**config.mk**
```make
export PLATFORM = sky130hd
export DESIGN_NAME = panel_input_flat
export DESIGN_NICKNAME = d
export VERILOG_FILES = /design/src/rtl/panel_input_if.sv /design/src/rtl/panel_input.sv /design/src/flat_wrapper.sv
export SDC_FILE = /design/constraint.sdc
export NUM_CORES = 1
export LEC_CHECK = 0
export CELL_PAD_IN_SITES_DETAIL_PLACEMENT = 1
export CELL_PAD_IN_SITES_GLOBAL_PLACEMENT = 1
export CORE_AREA = 4 4 253 255
export CTS_BUF_LIST = sky130_fd_sc_hd__clkbuf_8
export CTS_CLUSTER_DIAMETER = 80
export CTS_CLUSTER_SIZE = 12
export DETAILED_ROUTE_END_ITERATION = 12
export DIE_AREA = 0 0 257 259
export PLACE_DENSITY_LB_ADDON = 0.08
export SLEW_MARGIN = 10
export SYNTH_ARGS = -nofsm -noshare
export SYNTH_HDL_FRONTEND = slang
export SYNTH_SLANG_ARGS = --single-unit
export TNS_END_PERCENT = 20
```
**constraint.sdc**
```tcl
create_clock -name CLK -period 3.3 [get_ports CLK]
set_clock_uncertainty 0.1 [all_clocks]
set_input_delay 0.33 -clock CLK [delete_from_list [all_inputs] [get_ports CLK]]
set_output_delay 0.33 -clock CLK [all_outputs]
set_load 0.02 [all_outputs]
```
**src/rtl/panel_input_if.sv**
```systemverilog
`default_nettype none
// ============================================================================
// Module      : panel_input_if
// Description : Front-panel signal bundle: raw buttons/switches in, clean
//               debounced levels and one-cycle event pulses out.
// Revision    : 1.0  initial release
// ============================================================================
interface panel_input_if;
    logic [4:0]  BTN;         // raw buttons {U,L,C,R,D}, async, bouncy
    logic [15:0] SW;          // raw slide switches, async, bouncy
    logic [4:0]  BTN_LEVEL;   // debounced button levels
    logic [4:0]  BTN_CLICK;   // one pulse per accepted press
    logic [4:0]  BTN_REPEAT;  // click pulse plus auto-repeat while held
    logic [15:0] SW_STATE;    // debounced switch levels
    logic        SW_CHANGE;   // one pulse per edge where any switch moves

    // Board / stimulus side: drives raw inputs, consumes events
    modport master (
        output BTN, SW,
        input  BTN_LEVEL, BTN_CLICK, BTN_REPEAT, SW_STATE, SW_CHANGE
    );

    // Conditioner side
    modport slave (
        input  BTN, SW,
        output BTN_LEVEL, BTN_CLICK, BTN_REPEAT, SW_STATE, SW_CHANGE
    );
endinterface
`default_nettype wire

```
**src/rtl/panel_input.sv**
```systemverilog
`default_nettype none
// ============================================================================
// Module      : panel_input
// Description : Synchronises and debounces 5 push buttons and 16 slide
//               switches; emits click, auto-repeat and switch-change pulses.
// Revision    : 1.0  initial release
// ============================================================================
module panel_input #(
    parameter int SYNC_STAGES     = 2,
    parameter int DEBOUNCE_CYCLES = 1000000,
    parameter int REPEAT_DELAY    = 50000000,
    parameter int REPEAT_PERIOD   = 10000000
) (
    input  wire logic     CLK,
    input  wire logic     RSTN,
    panel_input_if.slave  pin
);

    localparam int N_BTN = 5;
    localparam int N_SW  = 16;
    localparam int N_IN  = N_BTN + N_SW;

    // Debounce counter only has to reach DEBOUNCE_CYCLES-1
    localparam int DB_W = (DEBOUNCE_CYCLES > 1) ? $clog2(DEBOUNCE_CYCLES) : 1;
    localparam logic [DB_W-1:0] DB_LAST = DB_W'(DEBOUNCE_CYCLES - 1);

    // One counter width covers both the delay and the period phases
    localparam int RC_MAX = (REPEAT_DELAY > REPEAT_PERIOD) ? REPEAT_DELAY : REPEAT_PERIOD;
    localparam int RC_W   = (RC_MAX > 1) ? $clog2(RC_MAX) : 1;
    localparam logic [RC_W-1:0] RD_LAST = RC_W'(REPEAT_DELAY - 1);
    localparam logic [RC_W-1:0] RP_LAST = RC_W'(REPEAT_PERIOD - 1);

    typedef enum logic [1:0] {
        ST_IDLE   = 2'd0,
        ST_DELAY  = 2'd1,
        ST_PERIOD = 2'd2
    } rep_state_t;

    // Buttons occupy the low bits so button index == vector index
    logic [N_IN-1:0] raw_w;
    assign raw_w = {pin.SW, pin.BTN};

    // ------------------------------------------------------------------
    // Synchroniser chain; the debouncers only ever see the last stage
    // ------------------------------------------------------------------
    logic [SYNC_STAGES-1:0][N_IN-1:0] sync_q;
    logic [SYNC_STAGES-1:0][N_IN-1:0] sync_d;

    // Shift raw inputs one stage further each cycle
    always_comb begin
        sync_d = {sync_q[SYNC_STAGES-2:0], raw_w};
    end

    // Synchroniser flops
    always_ff @(posedge CLK or negedge RSTN) begin
        if (!RSTN) sync_q <= '0;
        else       sync_q <= sync_d;
    end

    logic [N_IN-1:0] sync_last_w;
    assign sync_last_w = sync_q[SYNC_STAGES-1];

    // ------------------------------------------------------------------
    // Per-input debouncers. stable_now is the registered clean level,
    // stable_next the value it takes at the coming edge; downstream
    // event logic compares the two so pulses line up with the level.
    // ------------------------------------------------------------------
    logic [N_IN-1:0] stable_now_w;
    logic [N_IN-1:0] stable_next_w;

    for (genvar gi = 0; gi < N_IN; gi++) begin : g_deb
        logic            stable_q, stable_d;
        logic [DB_W-1:0] cnt_q, cnt_d;

        // Count consecutive disagreeing cycles; accept after the full window
        always_comb begin
            stable_d = stable_q;
            cnt_d    = cnt_q;
            if (sync_last_w[gi] == stable_q) begin
                cnt_d = '0;
            end else if (cnt_q == DB_LAST) begin
                stable_d = sync_last_w[gi];
                cnt_d    = '0;
            end else begin
                cnt_d = cnt_q + 1'b1;
            end
        end

        // Debounce state flops
        always_ff @(posedge CLK or negedge RSTN) begin
            if (!RSTN) begin
                stable_q <= 1'b0;
                cnt_q    <= '0;
            end else begin
                stable_q <= stable_d;
                cnt_q    <= cnt_d;
            end
        end

        assign stable_now_w[gi]  = stable_q;
        assign stable_next_w[gi] = stable_d;
    end

    logic [N_BTN-1:0] lvl_now_w, lvl_next_w;
    logic [N_SW-1:0]  sw_now_w,  sw_next_w;
    assign lvl_now_w  = stable_now_w[N_BTN-1:0];
    assign lvl_next_w = stable_next_w[N_BTN-1:0];
    assign sw_now_w   = stable_now_w[N_IN-1:N_BTN];
    assign sw_next_w  = stable_next_w[N_IN-1:N_BTN];

    // ------------------------------------------------------------------
    // Click and switch-change pulses, registered so they coincide with
    // the first cycle the new debounced level is visible
    // ------------------------------------------------------------------
    logic [N_BTN-1:0] click_q, click_d;
    logic             change_q, change_d;

    // Detect rising button levels and any switch movement at this edge
    always_comb begin
        click_d  = lvl_next_w & ~lvl_now_w;
        change_d = |(sw_next_w ^ sw_now_w);
    end

    // Event pulse flops
    always_ff @(posedge CLK or negedge RSTN) begin
        if (!RSTN) begin
            click_q  <= '0;
            change_q <= 1'b0;
        end else begin
            click_q  <= click_d;
            change_q <= change_d;
        end
    end

    // ------------------------------------------------------------------
    // Auto-repeat FSM per button. Decisions use the next debounced level
    // so a release on the same edge as an expiry suppresses the pulse.
    // ------------------------------------------------------------------
    logic [N_BTN-1:0] repeat_w;

    for (genvar gb = 0; gb < N_BTN; gb++) begin : g_rep
        rep_state_t      state_q, state_d;
        logic [RC_W-1:0] rcnt_q, rcnt_d;
        logic            rep_q, rep_d;

        // Next state, counter and pulse for this button
        always_comb begin
            state_d = state_q;
            rcnt_d  = rcnt_q;
            rep_d   = 1'b0;
            if (!lvl_next_w[gb]) begin
                state_d = ST_IDLE;
                rcnt_d  = '0;
            end else begin
                case (state_q)
                    ST_IDLE: begin
                        if (!lvl_now_w[gb]) begin
                            rep_d   = 1'b1;
                            rcnt_d  = '0;
                            state_d = ST_DELAY;
                        end
                    end
                    ST_DELAY: begin
                        if (rcnt_q == RD_LAST) begin
                            rep_d   = 1'b1;
                            rcnt_d  = '0;
                            state_d = ST_PERIOD;
                        end else begin
                            rcnt_d = rcnt_q + 1'b1;
                        end
                    end
                    ST_PERIOD: begin
                        if (rcnt_q == RP_LAST) begin
                            rep_d  = 1'b1;
                            rcnt_d = '0;
                        end else begin
                            rcnt_d = rcnt_q + 1'b1;
                        end
                    end
                    default: begin
                        state_d = ST_IDLE;
                        rcnt_d  = '0;
                    end
                endcase
            end
        end

        // Repeat FSM state register
        always_ff @(posedge CLK or negedge RSTN) begin
            if (!RSTN) begin
                state_q <= ST_IDLE;
                rcnt_q  <= '0;
                rep_q   <= 1'b0;
            end else begin
                state_q <= state_d;
                rcnt_q  <= rcnt_d;
                rep_q   <= rep_d;
            end
        end

        assign repeat_w[gb] = rep_q;
    end

    assign pin.BTN_LEVEL  = lvl_now_w;
    assign pin.BTN_CLICK  = click_q;
    assign pin.BTN_REPEAT = repeat_w;
    assign pin.SW_STATE   = sw_now_w;
    assign pin.SW_CHANGE  = change_q;

endmodule
`default_nettype wire

```
**src/flat_wrapper.sv**
```systemverilog
// flat-port wrapper written by rule: the top's interface ports become plain ports
module panel_input_flat 
#(
    parameter int SYNC_STAGES     = 2,
    parameter int DEBOUNCE_CYCLES = 1000000,
    parameter int REPEAT_DELAY    = 50000000,
    parameter int REPEAT_PERIOD   = 10000000
)
  (CLK, RSTN, pin_BTN, pin_SW, pin_BTN_LEVEL, pin_BTN_CLICK, pin_BTN_REPEAT, pin_SW_STATE, pin_SW_CHANGE);
  panel_input_if pin_i ();
  input  wire logic CLK;
  input  wire logic RSTN;
  input wire logic [$bits(pin_i.BTN)-1:0] pin_BTN;
  input wire logic [$bits(pin_i.SW)-1:0] pin_SW;
  output wire logic [$bits(pin_i.BTN_LEVEL)-1:0] pin_BTN_LEVEL;
  output wire logic [$bits(pin_i.BTN_CLICK)-1:0] pin_BTN_CLICK;
  output wire logic [$bits(pin_i.BTN_REPEAT)-1:0] pin_BTN_REPEAT;
  output wire logic [$bits(pin_i.SW_STATE)-1:0] pin_SW_STATE;
  output wire logic [$bits(pin_i.SW_CHANGE)-1:0] pin_SW_CHANGE;
  assign pin_i.BTN = pin_BTN;
  assign pin_i.SW = pin_SW;
  assign pin_BTN_LEVEL = pin_i.BTN_LEVEL;
  assign pin_BTN_CLICK = pin_i.BTN_CLICK;
  assign pin_BTN_REPEAT = pin_i.BTN_REPEAT;
  assign pin_SW_STATE = pin_i.SW_STATE;
  assign pin_SW_CHANGE = pin_i.SW_CHANGE;
  panel_input #(.SYNC_STAGES(SYNC_STAGES), .DEBOUNCE_CYCLES(DEBOUNCE_CYCLES), .REPEAT_DELAY(REPEAT_DELAY), .REPEAT_PERIOD(REPEAT_PERIOD)) u_core (.CLK(CLK), .RSTN(RSTN), .pin(pin_i));
endmodule
```
# ---- Word level (Yosys, flattened, before mapping)
# Cells that the tools add are included.
dict set report word_totals {
  register_bits 634
  latch_bits 0
  mem_bits_rw 0
  romBits 0
  input_bits 23
  output_inout_bits 32
  word_cells 332
  mem_count 0
}
dict set report op_classes {
  add_sub_neg 26
  n_mul 0
  n_div 0
  order_cmp 0
  eq_ne 77
  n_shift 0
  muxes 154
  bitwise_logic 3
  reduce_logical 11
}
# op count
set op_table {}
lappend op_table {{$mux 20} 42}
lappend op_table {{$mux 26} 20}
lappend op_table {{$add 20x1->20 const B} 21}
lappend op_table {{$eq 20x20->1 const B} 21}
lappend op_table {{$pmux 26 s3} 5}
lappend op_table {{$add 26x1->26 const B} 5}
lappend op_table {{$eq 26x24->1 const B} 5}
lappend op_table {{$eq 26x26->1 const B} 5}
lappend op_table {{$mux 1} 62}
lappend op_table {{$mux 2} 15}
lappend op_table {{$ne 3x3->1 const B} 10}
lappend op_table {{$pmux 2 s3} 5}
lappend op_table {{$eq 1x1->1} 21}
lappend op_table {{$reduce_or 16->1} 1}
lappend op_table {{$xor 16x16->16} 1}
lappend op_table {{$pmux 1 s3} 5}
lappend op_table {{$reduce_and 3->1} 5}
lappend op_table {{$eq 2x1->1 const B} 5}
lappend op_table {{$eq 2x2->1 const B} 5}
lappend op_table {{$logic_not 2->1} 5}
lappend op_table {{$ne 2x2->1 const B} 5}
lappend op_table {{$and 5x5->5} 1}
lappend op_table {{$not 5->5} 1}

# ---- Depth between registers and ports, before layout
dict set report logic_depth {
  depth_word 5
  mapped_depth 9
  mapped_depth_nobuf 7
}

# ---- Worst setup path after synthesis
# OpenSTA, ideal clock, no wires.
dict set report synth_timing {
  path_kind {register -> register}
  start {register u_core.g_rep[4].rcnt_q[8]}
  end {register u_core.g_rep[4].rcnt_q[9]}
  setup_ps 129
  t_arrival_ps 2438
  required_ps 3071
  path_slack_ps 633
  path_stages_with_launch 9
  n_path_buf 2
  synth_period_minus_slack_ps 2667
  path_cell_list {dfrtp_1 -> or4b_1 -> or4_4 -> o41ai_4 -> a2111oi_2 -> buf_6 -> buf_8 -> a31oi_4 -> o31ai_1}
}
dict set report synth_between {
  elab_chain_len 4
  elab_cells_between_ends 7
  cone_classes {add/sub: 1; eq/ne: 2; mux: 4}
}
# item line_no
set synth_lines {}
lappend synth_lines {{start: declaration} panel_input.sv:143} ;# logic [RC_W-1:0] rcnt_q, rcnt_d;
lappend synth_lines {{start signal: assignment} panel_input.sv:196} ;# rcnt_q <= rcnt_d;
lappend synth_lines {{$add 26x1->26 (tied with other cells)} {panel_input.sv:169, panel_input.sv:177}}
lappend synth_lines {{$mux 26, on equally long branches} {panel_input.sv:173, panel_input.sv:164}}
lappend synth_lines {{$pmux 26 s3 (*)} panel_input.sv:155} ;# case (state_q)
lappend synth_lines {{$mux 26 (*)} panel_input.sv:151} ;# if (!lvl_next_w[gb]) begin
# Mark *: on every way between the ends. The rest lies on a longest branch, timed or not.
# A chain may end at the register's enable or synchronous reset.

# ---- Final worst setup path
dict set report layout_timing {
  start {register u_core.g_deb[2].cnt_q[10]}
  end {register u_core.g_rep[2].rcnt_q[10]}
}
dict set report layout_between {
  elab_chain_len 4
  elab_cells_between_ends 5
  cone_classes {eq/ne: 2; mux: 3}
}
# item line_no
set layout_lines {}
lappend layout_lines {{start: declaration} panel_input.sv:73} ;# logic [DB_W-1:0] cnt_q, cnt_d;
lappend layout_lines {{start signal: assignment} panel_input.sv:96} ;# cnt_q <= cnt_d;
lappend layout_lines {{$eq 20x20->1 (*)} panel_input.sv:81} ;# end else if (cnt_q == DB_LAST) begin
lappend layout_lines {{$mux 1 (*)} panel_input.sv:81}
lappend layout_lines {{$mux 1 (*)} panel_input.sv:79} ;# if (sync_last_w[gi] == stable_q) begin
lappend layout_lines {{$ne 3x3->1 (no source line) / $mux 26 (equally long branches)} --}
lappend layout_lines {{end signal: assignment} panel_input.sv:196}
lappend layout_lines {{end: declaration} panel_input.sv:143}
# Marked as above.

==> results.md <==
* Antenna violations before repair at 1
* Outcome: finished clean
* CP cell instances: or4b_1, or4_4, o311a_4, nor2_1, nor2_1
* Power Total at 12.5 mW
* Number of global-route vias before repair at 25200
* Setup Buffers After CTS at 0
* Vias per cell at 5.66
* CTS Root Cell: clkbuf_8
* Reg2Reg Depth at 5
* Post-DP HPWL at 49000 um
* Seq/Total Area, Yosys at 0.506
* Die height at 259 um
* Maximum vdd drop at 0.310 mV
* Synth cell types at 77
* Setup violators final at 0
* Mean Syn Cell Area at 9.74 um^2
* H-tree levels at 2
* Core ar. at 61600 um^2
* Fmax at 333 MHz
* Synth area leader: dfrtp_1
* Area of the multi-input gates at 14700 um^2
* Hold-fix buffers at CTS at 21
* Final hold violation count at 0
* Largest cells by area after synthesis: dfrtp_1 51%, nor2_1 7.0%, xor2_1 6.0%
* Maximum fanout along the worst path at 16
* Startpoint Class: register
* FF+latch area at 15900 um^2
* Largest net degree at the start of global routing at 98
* Total track usage at 0.214
* Grt peak-use layer: met2
* CTS max path bufs at 3
* Clk slew on worst S/H paths at 0.08 ns
* Die area at 66600 um^2
* Synth Register Bits at 634
* Die Span X at 257 um
* Pre-Repair DR Iteration Count at 5
* Relative slew slack at 0.339
* Drt initial violations at 1053
* Asr flop ratio synth at 1.00
* Setup TNS at 0 ns
* Avg WL per Cell at 17.0 um
* Met3 GRT Util at 0.0250
* Vias at 23400
* Placed insts at 4042
* First-pass GRT wire length at 124000 um
* Yosys Warn Count at 0
* Final nets at 3364
* CP required at 3.72 ns
* Clock tree sinks at 634
* Main flop type after synthesis: dfrtp_1
* Unrepaired setup endpoints after global routing: no
* Worst-Skew Late Latency at 0.69 ns
* Top cell type's share of synthesized area at 0.506
* Post-route DRC violation count at 0
* Most used cell, CP: nor2_1
* Initial core utilization at 0.509
* Total Wirelength at 70100 um
* Kind of path behind the tightest hold check: input port to register
* CTS tree: done
* Max Slew Vio Count at 0
* CP max stage delay at 0.71 ns
* Power Density at 370 nW/um^2
* Post-CTS sizing at 0
* Routability cong. at 0.849
* R2R Setup Slk at 0.30 ns
* Rows at 91
* Post-synthesis cell count at 3216
* Tcrit/Tclk final at 0.911
* Crit end category: register
* Worst Setup SP: u_core.g_deb[2].cnt_q[10]
* Number of synthesized flops with an enable pin at 0
* R2r endpoint: u_core.g_rep[2].rcnt_q[10]
* Crit path to: u_core.g_rep[2].rcnt_q[10]
* Max_cap viols at 0
* Critical path type: register to register
* Share of cells above drive strength 1 at 0.0426
* Slowest-stage cell, CP: nor2_1
* Finished Layout Cells at 4128
* Met1 Usage GRT at 0.293
* FILL cells at 6948
* Worst Max-Slew Pin Slew at 0.987 ns
* GRT Residual Overflow at 0
* Post-route minimum period at 3.00 ns
* Critical Path AT at 3.42 ns
* GR Util met2 at 0.371
* Io pins at 55
* Post-Syn Nets at 3293
* Synth Cell Area at 31300 um^2
* P_leak at 14.5 nW
* Crit Reg-Reg Startpoint: u_core.g_deb[2].cnt_q[10]
* Area Growth Syn to Fin at 8.07%
* IO Port Bufs at 54
* Detail Route Antenna Nets at 0
* Total CTS buffers at 58
[flip-flops by register name (all words and copies together), names as in the netlist]
signal	flops
u_core.g_deb.cnt_q	420
u_core.g_deb.stable_q	21
u_core.g_rep.rcnt_q	130
u_core.g_rep.rep_q	5
u_core.g_rep.state_q	10
u_core.pin.BTN_CLICK	5
u_core.pin.SW_CHANGE	1
u_core.sync_d	21
u_core.sync_last_w	21
[placed cells by master, fill, tap and decap left out, types with 17 or more instances in the layout]
master and count:
xnor2_1 206, dlygate4sd3_1 21, a22o_1 37, clkdlybuf4s50_1 53, nand2b_1 17, nand4_1 113, inv_1 73, clkbuf_8 59
xor2_1 216, and2_1 47, nand3_1 238, a21oi_1 20, ha_1 54, o21ai_0 44, and4_1 44, and3_1 107
nor4_1 57, dfrtp_1 634, nor2_1 588, or4_1 17, nor4b_1 17, a31oi_1 44, nor3_1 64, buf_4 27
nor2b_1 23, nand2_1 245
[critical path: cells and delay by family, from the launching register on]
family             cells  cell delay (ns)
and+or+nand+nor        4             1.85
AOI/OAI and AO/OA      1             0.46
DFF                    1             0.44
[cell usage after synthesis, types with 20 or more instances]
cell type	n
xnor2_1	206
o21ai_0	44
clkbuf_1	63
nor4_1	57
nor2b_1	23
and4_1	44
dfrtp_1	634
nand3_1	238
nor2_1	588
nand4_1	113
ha_1	54
a31oi_1	44
a21oi_1	20
and3_1	107
xor2_1	216
inv_1	71
nor3_1	64
buf_4	26
a22o_1	37
and2_1	47
nand2_1	245
[routing by layer]
layer,vias to the layer above,share of wire
met5,-,0
met1,11900,0.47
met3,84,0.024
met4,0,0.017
met2,203,0.49
li1,11200,-
[per-stage QoR]
step / util / hold slack (ns) / worst slack, ns / cell area [um^2]
after floorplan: - / -0.0656 / 0.633 / 31300
after global placement: 0.532 / 0.232 / 0.293 / 32800
after detailed placement: 0.532 / 0.236 / 0.171 / 32800
after CTS: 0.549 / 0.00856 / 0.159 / 33800
after global routing: 0.550 / 0.0272 / 0.0119 / 33900
final: 0.550 / 0.0756 / 0.295 / 33900
[where the power goes]
group | total, mW | switching (mW) | internal (mW) | leakage, nW
combinational | 0.447 | 0.310 | 0.137 | 5.31
sequential | 7.93 | 0.0784 | 7.85 | 8.71
clock | 4.16 | 2.56 | 1.60 | 0.444
[kinds of logic (layout without fill, tap and decap cells)]
group | count (synthesis) | count (layout) | synth area share
adders and majority gates | 54 | 54 | 0.0216
other | 0 | 1 | 0
xor gates and xnor gates | 422 | 422 | 0.118
buffers and inverters | 171 | 245 | 0.0244
AOI/OAI and AO/OA | 250 | 250 | 0.0582
DFF | 634 | 634 | 0.506
muxes | 21 | 21 | 0.00735
and+or+nand+nor | 1664 | 1664 | 0.264
[area by class of cell]
cell class	instances	area share
diodes	1	0.0000739
clock buffers	59	0.0240
clock inverters	4	0.000739
inverters	72	0.00798
well taps	837	0.0309
repair buffers	110	0.0328
multi-input cells	2411	0.435
flip-flops and latches	634	0.469
[how the worst min path moves through the flow]
| stage | from | end | slack, ns | cells after the start |
|---|---|---|---|---|
| 6_report | pin_SW[10] | u_core.sync_d[36] | 0.08 | 1 |
| 5_1_grt | pin_SW[10] | u_core.sync_d[36] | 0.03 | 1 |
| 4_1_cts | pin_SW[10] | u_core.sync_d[36] | 0.009 | 1 |
| 3_5_place_dp | u_core.sync_d[22] | u_core.sync_last_w[1] | 0.24 | 0 |
| 3_3_place_gp | u_core.sync_d[38] | u_core.sync_last_w[17] | 0.23 | 0 |
| 2_1_floorplan | RSTN | u_core.g_deb[0].cnt_q[0] | -0.07 | 0 |
(Power assumes the default switching activity.)
